<file path="config.mk">
export PLATFORM = sky130hd
export DESIGN_NAME = pipeline_stage_skid
export DESIGN_NICKNAME = d
export VERILOG_FILES = /design/src/rtl/pipeline_stage_skid_pkg.sv /design/src/rtl/pipeline_stage_skid_sat_counter.sv /design/src/rtl/pipeline_stage_skid.sv
export SDC_FILE = /design/constraint.sdc
export NUM_CORES = 1
export LEC_CHECK = 0
export CAP_MARGIN = 5
export CORE_ASPECT_RATIO = 0.5
export CORE_MARGIN = 2
export CORE_UTILIZATION = 55
export DETAILED_ROUTE_END_ITERATION = 8
export DONT_BUFFER_PORTS = 1
export GPL_TIMING_DRIVEN = 0
export PLACE_DENSITY = 0.71
export SLEW_MARGIN = 30
export SYNTH_ARGS = -nofsm -noshare
export SYNTH_HDL_FRONTEND = slang
export SYNTH_SLANG_ARGS = --single-unit
</file>
<file path="constraint.sdc">
create_clock -name Clk -period 4 [get_ports Clk]
set_clock_uncertainty 0.05 [all_clocks]
set_input_delay 1.2 -clock Clk [delete_from_list [all_inputs] [get_ports Clk]]
set_output_delay 1.2 -clock Clk [all_outputs]
set_load 0.02 [all_outputs]
</file>
<file path="src/rtl/pipeline_stage_skid_pkg.sv">
// Shared definitions for the elastic stage register: state encoding and the
// bit layout of the EX/MEM control bundle.
package pipeline_stage_skid_pkg;

    typedef enum logic [1:0] {
        ST_EMPTY = 2'd0,
        ST_HALF  = 2'd1,
        ST_FULL  = 2'd2
    } skidState_t;

    // EX/MEM control bundle: [0] RegWrite, [2:1] MemRead, [4:3] MemWrite, [7:5] MemToRegMux
    localparam int CTRL_REGWRITE     = 0;
    localparam int CTRL_MEMREAD_LSB  = 1;
    localparam int CTRL_MEMREAD_W    = 2;
    localparam int CTRL_MEMWRITE_LSB = 3;
    localparam int CTRL_MEMWRITE_W   = 2;
    localparam int CTRL_MEMTOREG_LSB = 5;
    localparam int CTRL_MEMTOREG_W   = 3;
    localparam int EXMEM_CTRL_W      = 8;

endpackage

</file>
<file path="src/rtl/pipeline_stage_skid_sat_counter.sv">
// Saturating up-counter: sticks at all-ones instead of wrapping, so a long
// stall never makes the performance counter look small again.
module sat_counter #(
    parameter int W = 16
) (
    input  logic         Clk,
    input  logic         Rst,
    input  logic         inc,
    output logic [W-1:0] count
);

    logic [W-1:0] count_q;

    always_ff @(posedge Clk) begin
        if (Rst) begin
            count_q <= '0;
        end else if (inc && (count_q != {W{1'b1}})) begin
            count_q <= count_q + W'(1);
        end
    end

    assign count = count_q;

endmodule

</file>
<file path="src/rtl/pipeline_stage_skid.sv">
// Elastic inter-stage register with a 2-entry skid buffer: main entry drives
// the outputs, skid catches the one extra entry accepted while downstream stalls.
module pipeline_stage_skid
    import pipeline_stage_skid_pkg::*;
#(
    parameter int PAYLOAD_W = 136,
    parameter int CTRL_W    = 8,
    parameter int CNT_W     = 16
) (
    input  logic                 Clk,
    input  logic                 Rst,
    input  logic                 inValid,
    output logic                 inReady,
    input  logic [PAYLOAD_W-1:0] inPayload,
    input  logic [CTRL_W-1:0]    inCtrl,
    input  logic                 inFlush,
    output logic                 outValid,
    input  logic                 outReady,
    output logic [PAYLOAD_W-1:0] outPayload,
    output logic [CTRL_W-1:0]    outCtrl,
    output logic [CNT_W-1:0]     outStallCount,
    output logic [CNT_W-1:0]     outFlushCount
);

    skidState_t           state_q, state_d;
    logic [PAYLOAD_W-1:0] mainPayload_q, mainPayload_d;
    logic [CTRL_W-1:0]    mainCtrl_q, mainCtrl_d;
    logic [PAYLOAD_W-1:0] skidPayload_q, skidPayload_d;
    logic [CTRL_W-1:0]    skidCtrl_q, skidCtrl_d;

    logic inXfer;
    logic outXfer;
    logic stallInc;
    logic flushInc;

    // inReady depends only on state and reset, never on outReady, so the
    // ready path does not chain combinationally through the pipeline.
    assign inReady  = !Rst && (state_q != ST_FULL);
    assign outValid = (state_q != ST_EMPTY);
    assign inXfer   = inValid && inReady;
    assign outXfer  = outValid && outReady;

    always_comb begin
        state_d       = state_q;
        mainPayload_d = mainPayload_q;
        mainCtrl_d    = mainCtrl_q;
        skidPayload_d = skidPayload_q;
        skidCtrl_d    = skidCtrl_q;

        if (inFlush) begin
            // Payload may stay stale; clearing ctrl is what turns the slot into a bubble.
            state_d    = ST_EMPTY;
            mainCtrl_d = '0;
            skidCtrl_d = '0;
        end else begin
            case (state_q)
                ST_EMPTY: begin
                    if (inXfer) begin
                        state_d       = ST_HALF;
                        mainPayload_d = inPayload;
                        mainCtrl_d    = inCtrl;
                    end
                end
                ST_HALF: begin
                    if (inXfer && !outXfer) begin
                        state_d       = ST_FULL;
                        skidPayload_d = inPayload;
                        skidCtrl_d    = inCtrl;
                    end else if (!inXfer && outXfer) begin
                        state_d    = ST_EMPTY;
                        mainCtrl_d = '0;
                    end else if (inXfer && outXfer) begin
                        mainPayload_d = inPayload;
                        mainCtrl_d    = inCtrl;
                    end
                end
                ST_FULL: begin
                    if (outXfer) begin
                        state_d       = ST_HALF;
                        mainPayload_d = skidPayload_q;
                        mainCtrl_d    = skidCtrl_q;
                    end
                end
                default: begin
                    state_d    = ST_EMPTY;
                    mainCtrl_d = '0;
                    skidCtrl_d = '0;
                end
            endcase
        end
    end

    always_ff @(posedge Clk) begin
        if (Rst) begin
            state_q       <= ST_EMPTY;
            mainPayload_q <= '0;
            mainCtrl_q    <= '0;
            skidPayload_q <= '0;
            skidCtrl_q    <= '0;
        end else begin
            state_q       <= state_d;
            mainPayload_q <= mainPayload_d;
            mainCtrl_q    <= mainCtrl_d;
            skidPayload_q <= skidPayload_d;
            skidCtrl_q    <= skidCtrl_d;
        end
    end

    assign outPayload = mainPayload_q;
    assign outCtrl    = mainCtrl_q;

    // A flush of an already-empty stage kills nothing and is not counted.
    assign stallInc = outValid && !outReady && !inFlush;
    assign flushInc = inFlush && outValid;

    sat_counter #(.W(CNT_W)) stallCounter (
        .Clk   (Clk),
        .Rst   (Rst),
        .inc   (stallInc),
        .count (outStallCount)
    );

    sat_counter #(.W(CNT_W)) flushCounter (
        .Clk   (Clk),
        .Rst   (Rst),
        .inc   (flushInc),
        .count (outFlushCount)
    );

endmodule
</file>
==> out/results.tsv, run 1 <==
metric	value	unit
layout-drive-gt1-share	0.0527	
antenna_found_initial	1	
drv_slew	0	
fp.dieH	114	um
async_flop_share	0	
yosysMostFrequentCell	nand2_1	
cts_made_buffers	29	
synth_area	13400	um^2
crit_buf_inv	4	
cts.sinks	322	
nets	1897	
port_buffers	0	
grt_pass1_vias	11900	
routed_wirelength	40800	um
finalCritPeriodShare	0.960	
dp_cells	2028	
tritoncts	yes	
place_congestion	0.867	
grt_pass1_wl	62900	um
wire_per_inst	19.6	um
slowest_stage	clkbuf_1	
worst_setup_path_end_kind	output port	
place_hpwl	29400	um
max_freq	260	MHz
clockBufferDepth	3	
synth_top_area_frac	0.482	
drc_errors	0	
finalHoldViolCount	0	
rsz0062_at_grt	no	
fin_ws	0.158	ns
leakagePower	4.89	nW
area_growth	9.97	%
critPathMaxFanout	10	
rows	40	
ys_seq_area_frac	0.482	
gr-total-overflow	0	
crit_arrival	2.59	ns
place_ws	-1.28	ns
finalCriticalPeriod	3.84	ns
cts_hold_buffers	0	
path_delay_family	buffers and inverters	
h-tree-depth	1	
grt.total_usage	0.304	
synth.distinct_cells	48	
hp-class	flop to flop	
cts_setup_buffers	0	
stdcell_count	2081	
drt-vias-per-instance	6.14	
setup_viol	0	
drtIter0Drc	1027	
synth_nets	1868	
yosys_warnings	0	
tightest_slew	0.894	ns
ir_drop	0.291	mV
fp.coreArea	23900	um^2
synth_ff_type	dfxtp_1	
cts_root_buf	clkbuf_16	
clkLatencyLatePin	0.56	ns
yosysTopAreaCell	dfxtp_1	
drtPass1Iterations	5	
cp_cell_sequence	buf_2, clkbuf_1, buf_2, clkbuf_2, nor2_1	
synth.area.top_cells	dfxtp_1 48%, nand2_1 16%, a21oi_1 11%	
p_per_area	452	nW/um^2
grt_max_degree	16	
critPathMostFrequentCell	buf_2	
critPathLaunchType	primary input	
status	complete, no violations	
vias	12800	
io_pins	327	
die_w	224	um
cts_resized	5	
critical_path_required	2.75	ns
syn_inst	1713	
synth_edf_count	0	
synth_common_cells	575 x nand2_1, 322 x dfxtp_1, 304 x a21oi_1	
die-area	25600	um^2
ys_seq_elements	322	
cap_violations	0	
start_util	0.559	
syn_area_per_cell	7.80	um^2
crit_path_max_incr_delay	0.36	ns
cts.reportedPaths.clkPinSlew	0.06	ns
ant_nets	0	
critPathKind	primary input to output port	
maxSlewHeadroom	0.404	
placed cells by master (no fill, tap or decap), types with 7 or more instances in the layout:
cell type  synthesis  routed
clkbuf_16          0      29
clkbuf_8           0       7
nor2b_1           23      23
a311oi_1         137     137
o21a_1             7       7
nor4_1             8       7
nor3_1             8       8
a21oi_1          304     304
nor2_1            29      28
or4_1             12      12
nand3_1           22      22
inv_1             12      12
nand4_1            9       9
clkbuf_1         128     127
o31ai_1            9       9
o21ai_0           11      11
nand2_1          575     575
clkinv_2           0       9
buf_2             20      20
mux2_2             8       8
dfxtp_1          322     322
final cells by class:
cell class	instances	area, um^2
Tap cell	315	394
Buffer	154	619
Fill cell	2126	9230
Clock inverter	13	82.6
Antenna cell	1	2.50
Multi-Input combinational cell	1221	6260
Inverter	14	53.8
Clock buffer	41	841
Sequential cell	322	6450
flip-flops by register name (all words and copies together) (netlist names):
| signal | flops |
|---|---|
| skidPayload_q | 136 |
| outPayload | 136 |
| outCtrl | 8 |
| skidCtrl_q | 8 |
| flushCounter.count | 16 |
| stallCounter.count | 16 |
| state_q | 2 |
logic make-up after synthesis:
group | synth area share
adders and majority gates | 0.00562
AOI/OAI and AO/OA | 0.235
buffers and inverters | 0.0502
muxes | 0.00824
and+or+nand+nor | 0.218
DFF | 0.482
tightest hold or removal path: stages, from the launching register on:
cell     delay, ns
dfxtp_1       0.31
nand2_1       0.05
a21oi_1       0.05
metrics by stage:
stage	hold WS (ns)	utilization	cell area [um^2]	power, W	setup TNS (ns)
after floorplan	0.382	-	13400	0.00384	0
after global placement	0.390	0.575	13800	0.00396	-237.88
after detailed placement	0.397	0.575	13800	0.00398	-270.67
after CTS	0.405	0.614	14700	0.00667	0
after global routing	0.423	0.614	14700	0.00688	0
final	0.404	0.614	14700	0.00665	0
worst paths after layout:
kind	from	endpoint	slack [ns]	cells after the start
min	skidPayload_q[70]	skidPayload_q[70]	0.40	2
max reg2reg	state_q[1]	outPayload[27]	0.34	13
max	Rst	inReady	0.16	5
min reg2reg	skidPayload_q[70]	skidPayload_q[70]	0.40	2
metal layers:
metal / global-route usage / routed length (um) / vias to the layer above
met5: 0 / 0 / -
met4: 0.121 / 1590 / 0
met3: 0.0872 / 3670 / 110
met2: 0.485 / 18600 / 532
met1: 0.393 / 16900 / 6076
li1: - / - / 6050
report_power, final:
group	internal [W]	total [W]	switching [W]
clock	0.00147	0.00273	0.00126
combinational	0.000139	0.000415	0.000276
sequential	0.00330	0.00350	0.000192
Note: power is estimated with default switching activity, not from simulation.
==> inputs of run 2 (changes only) <==
--- a/config.mk
+++ b/config.mk
@@ -13,6 +13,7 @@
 export DONT_BUFFER_PORTS = 1
 export GPL_TIMING_DRIVEN = 0
 export PLACE_DENSITY = 0.71
+export SKIP_CTS_REPAIR_TIMING = 1
 export SLEW_MARGIN = 30
 export SYNTH_ARGS = -nofsm -noshare
 export SYNTH_HDL_FRONTEND = slang
==> out/results.tsv, run 2 (synthesis gave the netlist of run 1 again) <==
metric	value	unit	change
grt_pass1_vias	11900		+0.0084%
port_buffers	0		unchanged
met2WireLength	18700	um	+0.25%
cap_violations	0		unchanged
topRoutingLayerUsed	met4		
tightest_slew	0.912	ns	+0.0175 ns
drtPass1Iterations	7		+2
critPathLaunchType	primary input		
cts.reportedPaths.clkPinSlew	0.06	ns	about the same
fp.dieH	114	um	unchanged
finalCriticalPeriod	3.86	ns	+0.0174 ns
tritoncts	yes		
drtIter0Drc	1037		+0.97%
io_pins	327		unchanged
status	complete, no violations		
rows	40		unchanged
start_util	0.559		unchanged
drv_slew	0		unchanged
routed_wirelength	40700	um	about the same
antenna_found_initial	1		unchanged
ant_nets	0		unchanged
die-area	25600	um^2	unchanged
clockBufferDepth	3		unchanged
wire_per_inst	19.6	um	-0.14%
finalHoldViolCount	0		unchanged
place_congestion	0.867		unchanged
fp.coreArea	23900	um^2	unchanged
critPathKind	primary input to output port		
num-fill-cells	2127		+0.047%
drt-vias-per-instance	6.11		-0.35%
grt_max_degree	16		unchanged
finalPower	0.00664	W	about the same
layout-drive-gt1-share	0.0549		+0.00220
multi_input_area	6260	um^2	unchanged
place_hpwl	29400	um	unchanged
drc_errors	0		unchanged
grt_pass1_wl	62900	um	unchanged
crit_arrival	2.61	ns	+0.02 ns
layout_common_cells	575 x nand2_1, 322 x dfxtp_1, 304 x a21oi_1		
worst_setup_path_end_kind	output port		
cts.sinks	322		unchanged
maxSlewHeadroom	0.392		-0.0116
h-tree-depth	1		unchanged
r2r_cells	14		+1
critPathMaxFanout	10		unchanged
max_freq	259	MHz	-0.45%
rsz0062_at_grt	no		
cts_root_buf	clkbuf_16		
area_growth	10.1	%	
hp-class	flop to flop		
die_w	224	um	unchanged
cts_made_buffers	29		unchanged
final_common_cell	nand2_1		
leakagePower	4.90	nW	+0.26%
wl_met3	3780	um	+3.0%
vias	12700		-0.26%
finalCritPeriodShare	0.965		+0.00435
p_per_area	451	nW/um^2	-0.18%
ir_drop	0.291	mV	about the same
nets	1899		+0.11%
utilization	0.615		+0.000941
fin_ws	0.141	ns	-0.0174 ns
grt.total_usage	0.304		unchanged
drt-met1-wl	16800	um	-0.49%
place_ws	-1.28	ns	unchanged
seq_area	6450	um^2	unchanged
stdcell_count	2083		+0.096%
min_path_cells	2		unchanged
setup_viol	0		unchanged
clkLatencyLatePin	0.56	ns	about the same
critical_path_required	2.75	ns	about the same
gr-total-overflow	0		unchanged
dp_cells	2028		unchanged
## run 2: final timing paths
kind	from	slack [ns]	endpoint
worst max-delay path	Rst	0.14	inReady
worst min-delay path	skidPayload_q[70]	0.40	skidPayload_q[70]
worst max register to register	state_q[1]	0.37	outPayload[27]
worst min register to register	skidPayload_q[70]	0.40	skidPayload_q[70]
## run 2: through the flow
stage	TNS (ns)	hold WS (ns)	area, um^2
after detailed placement	-270.67	0.397	13800
final	0	0.404	14700
after CTS	-109.42	0.405	14700
after global placement	-237.88	0.390	13800
after global routing	0	0.423	14700
after floorplan	0	0.382	13400
## run 2: critical path, stage by stage
cell and delay [ns]:
buf_2 0.17, clkbuf_1 0.37, clkbuf_2 0.33, clkbuf_2 0.34
nor2_1 0.20
## run 2: area by class of cell
class / count / share of cell area
Sequential cell: 322 / 0.438
Multi-Input combinational cell: 1221 / 0.425
Clock buffer: 41 / 0.0571
Buffer: 153 / 0.0419
Tap cell: 315 / 0.0268
Clock inverter: 13 / 0.00561
Inverter: 14 / 0.00383
Timing Repair Buffer: 3 / 0.00153
Antenna cell: 1 / 0.000170
## run 2: report_power, final
| part | total, W | leakage, nW | switching [W] | internal [W] |
|---|---|---|---|---|
| clock | 0.00273 | 0.456 | 0.00126 | 0.00147 |
| combinational | 0.000417 | 1.83 | 0.000277 | 0.000141 |
| sequential | 0.00350 | 2.61 | 0.000193 | 0.00330 |
## run 2: metal layers
layer	global-route usage	up-vias
li1	-	6047
met1	0.393	6061
met2	0.485	532
met3	0.0872	95
met4	0.121	0
met5	0	-
==> inputs of run 3 (changes only) <==
--- a/config.mk
+++ b/config.mk
@@ -17,4 +17,5 @@
 export SLEW_MARGIN = 30
 export SYNTH_ARGS = -nofsm -noshare
 export SYNTH_HDL_FRONTEND = slang
+export SYNTH_HIERARCHICAL = 1
 export SYNTH_SLANG_ARGS = --single-unit
==> out/results.tsv, run 3 <==
metric	value	unit	change
place_hpwl	27900	um	-5.3%
vias	11400		-10%
min_path_cells	2		unchanged
critPathMaxFanout	10		unchanged
ant_nets	0		unchanged
grt.total_usage	0.274		-0.0301
cts.sinks	322		unchanged
r2r_start	state_q[0]		
nets	1729		-9.0%
synth_edf_count	0		unchanged
clkLatencyLatePin	0.55	ns	about the same
max_freq	273	MHz	+5.3%
drt-vias-per-instance	5.92		-3.2%
place_congestion	0.865		-0.20%
p_per_area	437	nW/um^2	-3.2%
r2r_cells	13		-1
synth.area.top_cells	dfxtp_1 47%, a21oi_1 11%, mux2i_1 10%		
grt_max_degree	15		-1
path_delay_family	buffers and inverters		
fin_ws	0.336	ns	+0.195 ns
crit_arrival	2.41	ns	-0.20 ns
status	complete, no violations		
ys_seq_elements	322		unchanged
async_flop_share	0		unchanged
finalPower	0.00655	W	-1.4%
hp-class	flop to flop		
cp_cell_sequence	buf_4, clkbuf_1, clkbuf_2, nor2_1		
drc_errors	0		unchanged
layout-drive-gt1-share	0.0931		+0.0382
layout_common_cells	322 x dfxtp_1, 300 x a21oi_1, 295 x nand2_1		
synth_ff_type	dfxtp_1		
syn_inst	1543		-9.9%
cts_made_buffers	29		unchanged
multi_input_area	6600	um^2	+5.4%
clockBufferDepth	3		unchanged
yosys_warnings	6		+6
final_area	15000	um^2	+1.9%
hold_end	skidPayload_q[3]		
antenna_found_initial	0		-1
wire_per_inst	19.6	um	+0.16%
tritoncts	yes		
slowest_stage	clkbuf_1		
synth_nets	1698		-9.1%
critical_path_required	2.75	ns	about the same
ir_drop	0.312	mV	+7.4%
leakagePower	5.81	nW	+19%
hold_slack	0.402	ns	-0.00155 ns
rsz0062_at_grt	no		
cts_root_buf	clkbuf_16		
setup_viol	0		unchanged
syn_area_per_cell	8.88	um^2	+14%
ys_seq_area_frac	0.470		-0.0121
worst_setup_path_end_kind	output port		
crit_cells	4		-1
critPathKind	primary input to output port		
synth_common_cells	322 x dfxtp_1, 300 x a21oi_1, 295 x nand2_1		
fp.coreArea	24200	um^2	+1.3%
place_ws	-0.0783	ns	+1.20 ns
drtIter0Drc	750		-28%
rows	40		unchanged
maxSlewHeadroom	0.425		+0.0329
port_buffers	0		unchanged
seq_area	6450	um^2	unchanged
fp.dieH	116	um	+1.2%
cts.reportedPaths.clkPinSlew	0.06	ns	about the same
r2r-end	outPayload[66]		
num-fill-cells	2102		-1.2%
area_growth	9.43	%	
synth_top_area_frac	0.470		-0.0121
routed_wirelength	37800	um	-7.3%
cap_violations	0		unchanged
start_util	0.566		+0.00723
crit_path_max_incr_delay	0.48	ns	+0.11 ns
drt-met1-wl	15500	um	-7.5%
dpl_cell_area	14100	um^2	+2.7%
synth.distinct_cells	44		-8.3%
finalCriticalPeriod	3.66	ns	-0.195 ns
die_w	227	um	+1.3%
finalHoldViolCount	0		unchanged
yosysTopAreaCell	dfxtp_1		
drv_slew	0		unchanged
final_common_cell	dfxtp_1		
synth_area	13700	um^2	+2.6%
crit_buf_inv	3		-1
grt_pass1_vias	10800		-9.3%
yosysMostFrequentCell	dfxtp_1		
topRoutingLayerUsed	met4		
io_pins	327		unchanged
die-area	26300	um^2	+2.5%
gr-total-overflow	0		unchanged
min_from	skidPayload_q[3]		
drtPass1Iterations	5		-2
grt_pass1_wl	57500	um	-8.5%
wl_met3	3060	um	-19%
r2r_setup_slack	0.39	ns	+0.02 ns
tightest_slew	0.856	ns	-0.0559 ns
critPathLaunchType	primary input		
met2WireLength	18100	um	-3.1%
finalCritPeriodShare	0.916		-0.0487
h-tree-depth	1		unchanged
[run 3: area by class of cell]
cell class / count / area share
Clock inverter: 6 / 0.00250
Buffer: 138 / 0.0420
Sequential cell: 322 / 0.430
Antenna cell: 1 / 0.000167
Inverter: 10 / 0.00250
Multi-Input combinational cell: 1073 / 0.440
Clock buffer: 41 / 0.0554
Tap cell: 336 / 0.0280
[run 3: power by group]
group,internal (W),switching (W)
clock,0.00143,0.00119
sequential,0.00330,0.000192
combinational,0.000154,0.000279
total,0.00489,0.00166
[run 3: worst min-delay path, cell delays in order (launching register included)]
cell and delay [ns]:
dfxtp_1 0.31, nand2_1 0.05, a21oi_1 0.05
[run 3: layer usage]
layer / track usage / up-vias
met5: 0 / -
met4: 0.0885 / 0
met3: 0.0809 / 64
met2: 0.475 / 368
met1: 0.330 / 5431
li1: - / 5545
[run 3: cell families after synthesis]
family,synth area share
compound gates,0.226
mux,0.102
buf+inv,0.0486
simple gates,0.145
xor+xnor,0.00256
flops,0.470
fa+ha+maj,0.00548
[run 3: how the worst max path moves through the flow]
stage               slack [ns]       start                  to
floorplan                 0.71         Rst  skidPayload_q[100]
global placement         -0.02         Rst  skidPayload_q[131]
detailed placement       -0.08         Rst  skidPayload_q[128]
CTS                       0.09         Rst             inReady
global route              0.18  state_q[0]      outPayload[76]
finish                    0.34         Rst             inReady
[run 3: through the flow]
step	TNS, ns	std cells	util
after floorplan	0	1543	-
after global placement	-0.120	1879	0.583
after detailed placement	-2.82	1879	0.583
after CTS	0	1926	0.619
after global routing	0	1926	0.619
final	0	1927	0.619
